**src/rtl/macro_test_harness.sv**
```systemverilog
// macro_test_harness
//   Hosts up to NUM_CH hard macros behind a byte-wide command/response
//   interface. It drives each macro's inputs, captures its outputs, and
//   computes sweep signatures, so silicon can be characterised with a plain
//   byte-stream host.
//
// Parameters
//   NUM_CH  number of macro channels (1..31)
//   DW      macro input/output width per channel (1..8)
//   SETTLE  cycles between a drive update and the output sample (1..15)
//
// Ports
//   clk, rst_n            system clock, asynchronous active-low reset
//   cmd_valid/ready/data  command byte stream: opcode [7:5], arg [4:0]
//   rsp_valid/ready/data  response byte stream, held until rsp_ready
//   mac_in                registered drive; channel c is [c*DW +: DW]
//   mac_out               macro outputs, sampled SETTLE cycles after a drive
//   mac_en                one-hot enable of the selected channel
//
// Optional feature (compile-time macro MACRO_HARNESS_LOOPBACK_EN)
//   Adds a virtual loopback channel at index NUM_CH. Its output is an
//   internal register loaded from its own drive value one cycle later, and
//   mac_en is all zero while it is selected. The one-cycle delay means a
//   loopback sample only sees the new drive value when SETTLE >= 2.
//
// Sweep timing
//   The opcode is accepted in IDLE (one entry cycle). Each pattern then takes
//   SETTLE+1 cycles: SWP_DRV (1), SWP_WAIT (SETTLE-1, skipped if SETTLE==1),
//   SWP_SMP (1). The sample edge lands SETTLE cycles after the drive edge.
//   RESP is entered exactly 2^DW*(SETTLE+1) cycles after the accept edge.
//
// States
//   IDLE     | waiting for an opcode byte
//   ARG      | WRITE accepted, waiting for the data byte
//   WAIT     | CAPTURE settle countdown
//   SWP_DRV  | drive the current sweep pattern
//   SWP_WAIT | sweep settle countdown
//   SWP_SMP  | sample output, fold into signature, advance pattern
//   RESP     | response byte held until rsp_ready

module macro_test_harness #(
  parameter int NUM_CH = 4,
  parameter int DW     = 8,
  parameter int SETTLE = 2
) (
  input  logic                 clk,
  input  logic                 rst_n,
  input  logic                 cmd_valid,
  input  logic [7:0]           cmd_data,
  output logic                 cmd_ready,
  output logic                 rsp_valid,
  output logic [7:0]           rsp_data,
  input  logic                 rsp_ready,
  output logic [NUM_CH*DW-1:0] mac_in,
  input  logic [NUM_CH*DW-1:0] mac_out,
  output logic [NUM_CH-1:0]    mac_en
);

  typedef enum logic [2:0] {
    IDLE, ARG, WAIT, SWP_DRV, SWP_WAIT, SWP_SMP, RESP
  } state_t;

  localparam logic [3:0]    CNT_CAP  = 4'(SETTLE - 1);
  localparam logic [3:0]    CNT_SWP  = 4'((SETTLE > 1) ? SETTLE - 2 : 0);
  localparam logic [DW-1:0] PAT_MAX  = '1;
  localparam logic [4:0]    NCH5     = 5'(NUM_CH);

  state_t                state_q, state_d;
  logic [4:0]            ch_q, ch_d;
  logic                  err_q, err_d;
  logic [DW-1:0]         sig_q, sig_d;
  logic [DW-1:0]         pat_q, pat_d;
  logic [3:0]            cnt_q, cnt_d;
  logic [7:0]            rsp_data_q, rsp_data_d;
  logic                  stat_q, stat_d;
  logic [NUM_CH*DW-1:0]  mac_in_q, mac_in_d;

  logic [2:0]            op;
  logic [4:0]            arg;
  logic                  arg_ok;
  logic                  drv_en;
  logic [DW-1:0]         drv_val;
  logic [DW-1:0]         sel_out;
  logic [DW-1:0]         sig_rot;

  assign op  = cmd_data[7:5];
  assign arg = cmd_data[4:0];

`ifdef MACRO_HARNESS_LOOPBACK_EN
  logic [DW-1:0] lb_drv_q, lb_drv_d;
  logic [DW-1:0] lb_out_q;

  assign arg_ok   = (arg <= NCH5);
  assign lb_drv_d = (drv_en && ch_q == NCH5) ? drv_val : lb_drv_q;

  always_ff @(posedge clk or negedge rst_n) begin
    if (!rst_n) begin
      lb_drv_q <= '0;
      lb_out_q <= '0;
    end else begin
      lb_drv_q <= lb_drv_d;
      lb_out_q <= lb_drv_q;
    end
  end
`else
  assign arg_ok = (arg < NCH5);
`endif

  // Output of the selected channel; mac_out is only looked at after SETTLE.
  always_comb begin
    sel_out = '0;
    for (int c = 0; c < NUM_CH; c++) begin
      if (ch_q == 5'(c)) sel_out = mac_out[c*DW +: DW];
    end
`ifdef MACRO_HARNESS_LOOPBACK_EN
    if (ch_q == NCH5) sel_out = lb_out_q;
`endif
  end

  // Rotate-left by one, also correct for DW == 1.
  assign sig_rot = DW'({sig_q, sig_q} >> (DW - 1));

  always_comb begin
    state_d    = state_q;
    ch_d       = ch_q;
    err_d      = err_q;
    sig_d      = sig_q;
    pat_d      = pat_q;
    cnt_d      = cnt_q;
    rsp_data_d = rsp_data_q;
    stat_d     = stat_q;
    drv_en     = 1'b0;
    drv_val    = '0;

    case (state_q)
      IDLE: begin
        if (cmd_valid) begin
          case (op)
            3'd0: ;
            3'd1: begin
              if (arg_ok) ch_d  = arg;
              else        err_d = 1'b1;
            end
            3'd2: state_d = ARG;
            3'd3: begin
              cnt_d   = CNT_CAP;
              state_d = WAIT;
            end
            3'd4: begin
              sig_d   = '0;
              pat_d   = '0;
              state_d = SWP_DRV;
            end
            3'd5: begin
              rsp_data_d = {err_q, 2'b00, ch_q};
              stat_d     = 1'b1;
              state_d    = RESP;
            end
            default: err_d = 1'b1;
          endcase
        end
      end
      ARG: begin
        if (cmd_valid) begin
          drv_en  = 1'b1;
          drv_val = cmd_data[DW-1:0];
          state_d = IDLE;
        end
      end
      WAIT: begin
        if (cnt_q == 4'd0) begin
          rsp_data_d = 8'(sel_out);
          stat_d     = 1'b0;
          state_d    = RESP;
        end else begin
          cnt_d = cnt_q - 4'd1;
        end
      end
      SWP_DRV: begin
        drv_en  = 1'b1;
        drv_val = pat_q;
        cnt_d   = CNT_SWP;
        state_d = (SETTLE == 1) ? SWP_SMP : SWP_WAIT;
      end
      SWP_WAIT: begin
        if (cnt_q == 4'd0) state_d = SWP_SMP;
        else               cnt_d   = cnt_q - 4'd1;
      end
      SWP_SMP: begin
        sig_d = sig_rot ^ sel_out;
        if (pat_q == PAT_MAX) begin
          rsp_data_d = 8'(sig_d);
          stat_d     = 1'b0;
          state_d    = RESP;
        end else begin
          pat_d   = pat_q + DW'(1);
          state_d = SWP_DRV;
        end
      end
      RESP: begin
        if (rsp_ready) begin
          if (stat_q) err_d = 1'b0;
          state_d = IDLE;
        end
      end
      default: state_d = IDLE;
    endcase
  end

  // Only the selected channel is ever written; the rest hold.
  always_comb begin
    mac_in_d = mac_in_q;
    for (int c = 0; c < NUM_CH; c++) begin
      if (drv_en && ch_q == 5'(c)) mac_in_d[c*DW +: DW] = drv_val;
    end
  end

  always_ff @(posedge clk or negedge rst_n) begin
    if (!rst_n) begin
      state_q    <= IDLE;
      ch_q       <= '0;
      err_q      <= 1'b0;
      sig_q      <= '0;
      pat_q      <= '0;
      cnt_q      <= '0;
      rsp_data_q <= '0;
      stat_q     <= 1'b0;
      mac_in_q   <= '0;
    end else begin
      state_q    <= state_d;
      ch_q       <= ch_d;
      err_q      <= err_d;
      sig_q      <= sig_d;
      pat_q      <= pat_d;
      cnt_q      <= cnt_d;
      rsp_data_q <= rsp_data_d;
      stat_q     <= stat_d;
      mac_in_q   <= mac_in_d;
    end
  end

  always_comb begin
    mac_en = '0;
    for (int c = 0; c < NUM_CH; c++) begin
      mac_en[c] = (ch_q == 5'(c));
    end
  end

  assign cmd_ready = (state_q == IDLE) || (state_q == ARG);
  assign rsp_valid = (state_q == RESP);
  assign rsp_data  = rsp_data_q;
  assign mac_in    = mac_in_q;

endmodule
```
**config.mk**
```make
export PLATFORM = sky130hd
export DESIGN_NAME = macro_test_harness
export DESIGN_NICKNAME = d
export VERILOG_FILES = /design/src/rtl/macro_test_harness.sv
export SDC_FILE = /design/constraint.sdc
export NUM_CORES = 1
export LEC_CHECK = 0
export CAP_MARGIN = 20
export CORE_UTILIZATION = 46
export DETAILED_ROUTE_END_ITERATION = 10
export PLACE_DENSITY = 0.77
export SYNTH_ARGS = -nofsm -noshare
export SYNTH_HDL_FRONTEND = slang
export SYNTH_SLANG_ARGS = --single-unit
```
**constraint.sdc**
```tcl
create_clock -name clk -period 2 [get_ports clk]
set_input_delay 0.4 -clock clk [delete_from_list [all_inputs] [get_ports clk]]
set_output_delay 0.4 -clock clk [all_outputs]
set_load 0.02 [all_outputs]
```
=== Word level (Yosys, flattened, before mapping) ===
Index checks and enable logic that the tools add are counted.

* Flip-flop bits (word level): 70
* Input bits: 44
* Word-level logic and storage cells: 109

* $add $sub $neg: 2
* $lt $le $gt $ge: 1
* Equal/unequal tests: 30
* Mux-type cells: 41
* Bitwise gates (word level): 1
* Reduce and logical (&&, ||, !) cells: 22

{| class="wikitable"
|+ Operator list
! operator !! number
|-
| $mux W8 || 12
|-
| $pmux W8 S2 || 3
|-
| $pmux W8 S3 || 1
|-
| $pmux W3 S7 || 1
|-
| $mux W3 || 6
|-
| $ne A2 B2 Y1 const B || 8
|-
| $eq A3 B3 Y1 const B || 5
|-
| $eq A3 B2 Y1 const B || 4
|-
| $mux W4 || 3
|-
| $pmux W3 S4 || 1
|-
| $pmux W4 S3 || 1
|-
| $reduce_and A4 Y1 || 3
|-
| $reduce_and A6 Y1 || 2
|-
| $eq A5 B2 Y1 const B || 2
|-
| $ne A2 B1 Y1 const B || 5
|-
| $mux W1 || 9
|-
| $add A8 B1 Y8 const B || 1
|-
| $eq A8 B8 Y1 const B || 1
|-
| $xor A8 B8 Y8 || 1
|-
| $eq A3 B1 Y1 const B || 2
|-
| $logic_not A3 Y1 || 2
|-
| $pmux W1 S2 || 3
|-
| $reduce_bool A3 Y1 || 2
|-
| $eq A5 B1 Y1 const B || 1
|-
| 14 further kinds || 18
|}

=== Depth between registers and ports, before layout ===
* Depth in word-level cells: 8
* Depth in mapped cells: 10
* Mapped depth without buffers: 7

=== Worst setup path after synthesis ===
No wires, ideal clock.

* Kind: reg-to-reg
* Start point: register cnt_q[0]
* End point: register rsp_data_q[6], in the netlist rsp_data[6]
* Data arrival time: 2.007 ns
* Required time: 1.879 ns
* Setup slack: -0.129 ns
* Cell stages (with the launch flop): 10
* Buffers on the path: 2
* Cell sequence: dfrtp_1 -> inv_1 -> ha_1 -> or3b_2 -> clkbuf_1 -> o32ai_1 -> o211a_1 -> buf_2 -> a21bo_2 -> o22a_1

* Cells in the longest elaborated chain, start to end: 3

{| class="wikitable"
|+ RTL lines
! element !! RTL line !! source
|-
| from (decl) || 73 || <nowiki>logic [3:0] cnt_q, cnt_d;</nowiki>
|-
| from (signal assigned) || 235 || <nowiki>cnt_q <= cnt_d;</nowiki>
|-
| $logic_not A4 Y1 || 171 || <nowiki>if (cnt_q == 4'd0) begin</nowiki>
|-
| $ne A2 B2 Y1 (no line) || - ||
|-
| $reduce_and A5 Y1 (no line) || - ||
|-
| to (signal assigned) || 236 || <nowiki>rsp_data_q <= rsp_data_d;</nowiki>
|-
| to (decl) || 74 || <nowiki>logic [7:0] rsp_data_q, rsp_data_d;</nowiki>
|}

No other way between the ends.
A chain may end at the register's enable or synchronous reset.

=== Worst setup path after layout ===
* Start point: register ch_q[3]
* End point: output port mac_en[1]

* Cells in the longest elaborated chain, start to end: 1

{| class="wikitable"
|+ RTL lines
! element !! RTL line !! source
|-
| from (decl) || 69 || <nowiki>logic [4:0] ch_q, ch_d;</nowiki>
|-
| from (signal assigned) || 231 || <nowiki>ch_q <= ch_d;</nowiki>
|-
| $eq A5 B1 Y1 || 245 || <nowiki>mac_en[c] = (ch_q == 5'(c));</nowiki>
|-
| to (decl) || 56 || <nowiki>output logic [NUM_CH-1:0] mac_en</nowiki>
|}

No other way between the ends.

==> reports/summary.txt <==
status: complete, but fails checks
failing checks: setup timing
final hold slack: 457 ps
initial antenna violation count: 0
RSZ-0062 raised after global routing: yes
area of the mapped netlist: 3960 um2
first-pass GRT wire length: 19300 um
antenna-violating nets left: 0
Syn Area/Cell: 9.81 um2
TritonCTS clock tree: built
Die Ht: 94.7 um
CP required: 1600 ps
Detail Placement HPWL: 8410 um
fin crit period: 2130 ps
clk slew on worst S/H paths: 80 ps
register area share after synthesis: 44.3%
layout cells sized above 1: 31.2%
final worst slack: -130 ps
Power Internal: 3.97 mW
clk root buf: clkbuf_8
reported net switching power: 2.64 mW
GRT Total Usage: 28.2%
Synth top area share: 44.3%
Clock Skew: 9.91 ps
area growth from synthesis to layout: 50.9%
Sw Ratio: 39.9%
Reg-to-Reg End: rsp_data[6]
core box area: 8260 um2
most common cell after layout, fill and taps aside: clkdlybuf4s50_1
critical path arrival: 1730 ps
Post-synth EDFFs: 0
Clk pwr share: 15.8%
num rows: 33
Initial Util: 47.9%
Fmax achieved: 0.469 GHz
Post-Synthesis Cells: 403
CTS Buf Count: 9
Yosys warnings: 0
Post-Syn Nets: 450
leakage: 2.65 nW
Placer Congestion: 0.921
clk_lat worst skew: 350 ps
WL/cell: 18.1 um
Die X: 94.7 um
H-Tree Depth: 3
nets: 609
Remaining Overflow, GRT: 0
Port-buffer cells: 89
Worst-Margin Slew: 509 ps
Final period util: 107%
CP Capture Type: primary output
Max VDD drop: 516 uV
Synth Register Bits: 70
final hold vios: 0
sequential power share: 31.5%
crit start category: register
drt first pass iters: 4
combinational share of power: 52.7%
Slew Limit Fails: 0
Final Util: 72.3%
total negative slack: -1020 ps
clock tree buffer depth: 2
Final setup viols: 20
Vias: 3895
largest net degree at the start of global routing: 51
Synth area leaders: dfrtp_1 44%, mux2_2 10%, nor2_1 3.7%
n_diodes: 0
Primary FF master, synth: dfrtp_1
routed wire length: 12200 um
DRC: 0
number of max-cap violations: 0
initial drt markers: 225
Worst slew margin: 66.0%
vias in the first global route: 3866
PD cells: 1110 nW/um2
CTS Sinks: 70
reg2reg path depth: 6
Reg-to-Reg Start: ch_q[3]
Hold Path Class: in2async
Synth cell types: 62
via/cell ratio: 5.80
setup slack, reg-to-reg: -120 ps
Worst Path Max Fanout: 6
ys async rst share: 100%
Synth area leader: dfrtp_1
kind of critical path: reg2out
Die ar.: 8970 um2
commonest non-fill, non-tap cells in the layout: 82 x clkdlybuf4s50_1, 69 x buf_4, 65 x dfrtp_1
Ports: 90
cell usage after synthesis (3+ instances only):
master / number
mux2_2: 36
nor3_1: 4
nand2b_1: 5
a32oi_1: 4
nand3_1: 7
a31oi_1: 9
a22oi_1: 9
o32ai_1: 6
o21ai_0: 24
o31ai_1: 4
and3b_1: 4
nor2b_1: 11
nor2_1: 39
a21oi_1: 18
a21o_1: 6
buf_2: 10
mux2i_1: 7
dfrtp_1: 70
inv_1: 14
nand4_1: 4
ha_1: 3
nand2_1: 28
nor3b_1: 9
and2_1: 9
o22a_1: 5
clkbuf_1: 9
metrics by stage:
stage	instances	setup WS, ps	cell area [um2]	power, mW
after CTS	666	-169	5840	6.45
after global placement	645	-260	5430	5.10
final	672	-130	5970	6.61
after floorplan	403	3.46	3990	3.91
after detailed placement	645	-301	5430	5.21
after global routing	672	-205	5970	7.02
power groups by stage:
stage | sequential [mW] | combinational (mW) | clock [mW]
after global placement | 2.06 | 3.04 | 0
after global routing | 2.12 | 3.78 | 1.12
after floorplan | 2.16 | 1.74 | 0
final | 2.08 | 3.48 | 1.05
after detailed placement | 2.07 | 3.14 | 0
after CTS | 2.05 | 3.33 | 1.06
critical path: stages (launching register included):
cell and delay [ps]:
dfrtp_2 440, or4b_4 570, buf_4 160, nor2_4 90, buf_6 120
per-layer routing:
layer | wire length [um] | up-vias | track usage, %
met5 | 0 | - | 0
met4 | 384 | 0 | 12.2
met3 | 748 | 44 | 5.56
met2 | 5890 | 141 | 47.9
met1 | 5130 | 1900 | 34.7
li1 | - | 1810 | -
registers in the layout, summed over array words and instances, names as in the netlist:
name	cells
ch_q	5
err_q	1
mac_in	32
state_q	3
cnt_q	4
stat_q	1
pat_q	8
sig_q	8
rsp_data	8
repair_timing:
item	in CTS	in global routing
resized for setup	59	20
pin swaps	16	14
endpoints found under the hold margin	9	0
hold buffers	1	0
setup endpoints to repair	38	53
setup buffers	4	7
logic make-up (layout without fill, tap and decap cells):
kind of cell / Yosys count / count (layout) / share of synthesized area (%)
xor gates and xnor gates: 1 / 1 / 0.221
DFF: 70 / 70 / 44.3
AOI/OAI and AO/OA: 110 / 110 / 19.5
buffers and inverters: 37 / 201 / 3.89
muxes: 43 / 43 / 12.0
adders and majority gates: 3 / 3 / 0.949
and+or+nand+nor: 139 / 139 / 19.1
cell type report:
cell class / count / area (um2)
multi-input cells: 296 / 2260
repair buffers: 171 / 1590
clock inverters: 6 / 47.5
fillers: 620 / 2290
flip-flops and latches: 70 / 1760
inverters: 14 / 52.6
well taps: 105 / 131
clock buffers: 10 / 128
how the worst max path moves through the flow:
stage / slack [ps] / startpoint / endpoint / cells past startpoint
global placement: -260 / cmd_valid / mac_in[4] / 6
detailed placement: -300 / cmd_valid / mac_in[3] / 6
floorplan: 3 / cnt_q[0] / rsp_data[6] / 9
CTS: -170 / ch_q[4] / mac_en[2] / 4
global route: -210 / ch_q[3] / rsp_data[7] / 6
finish: -130 / ch_q[3] / mac_en[1] / 4
Power figures use the tool's default switching activity.
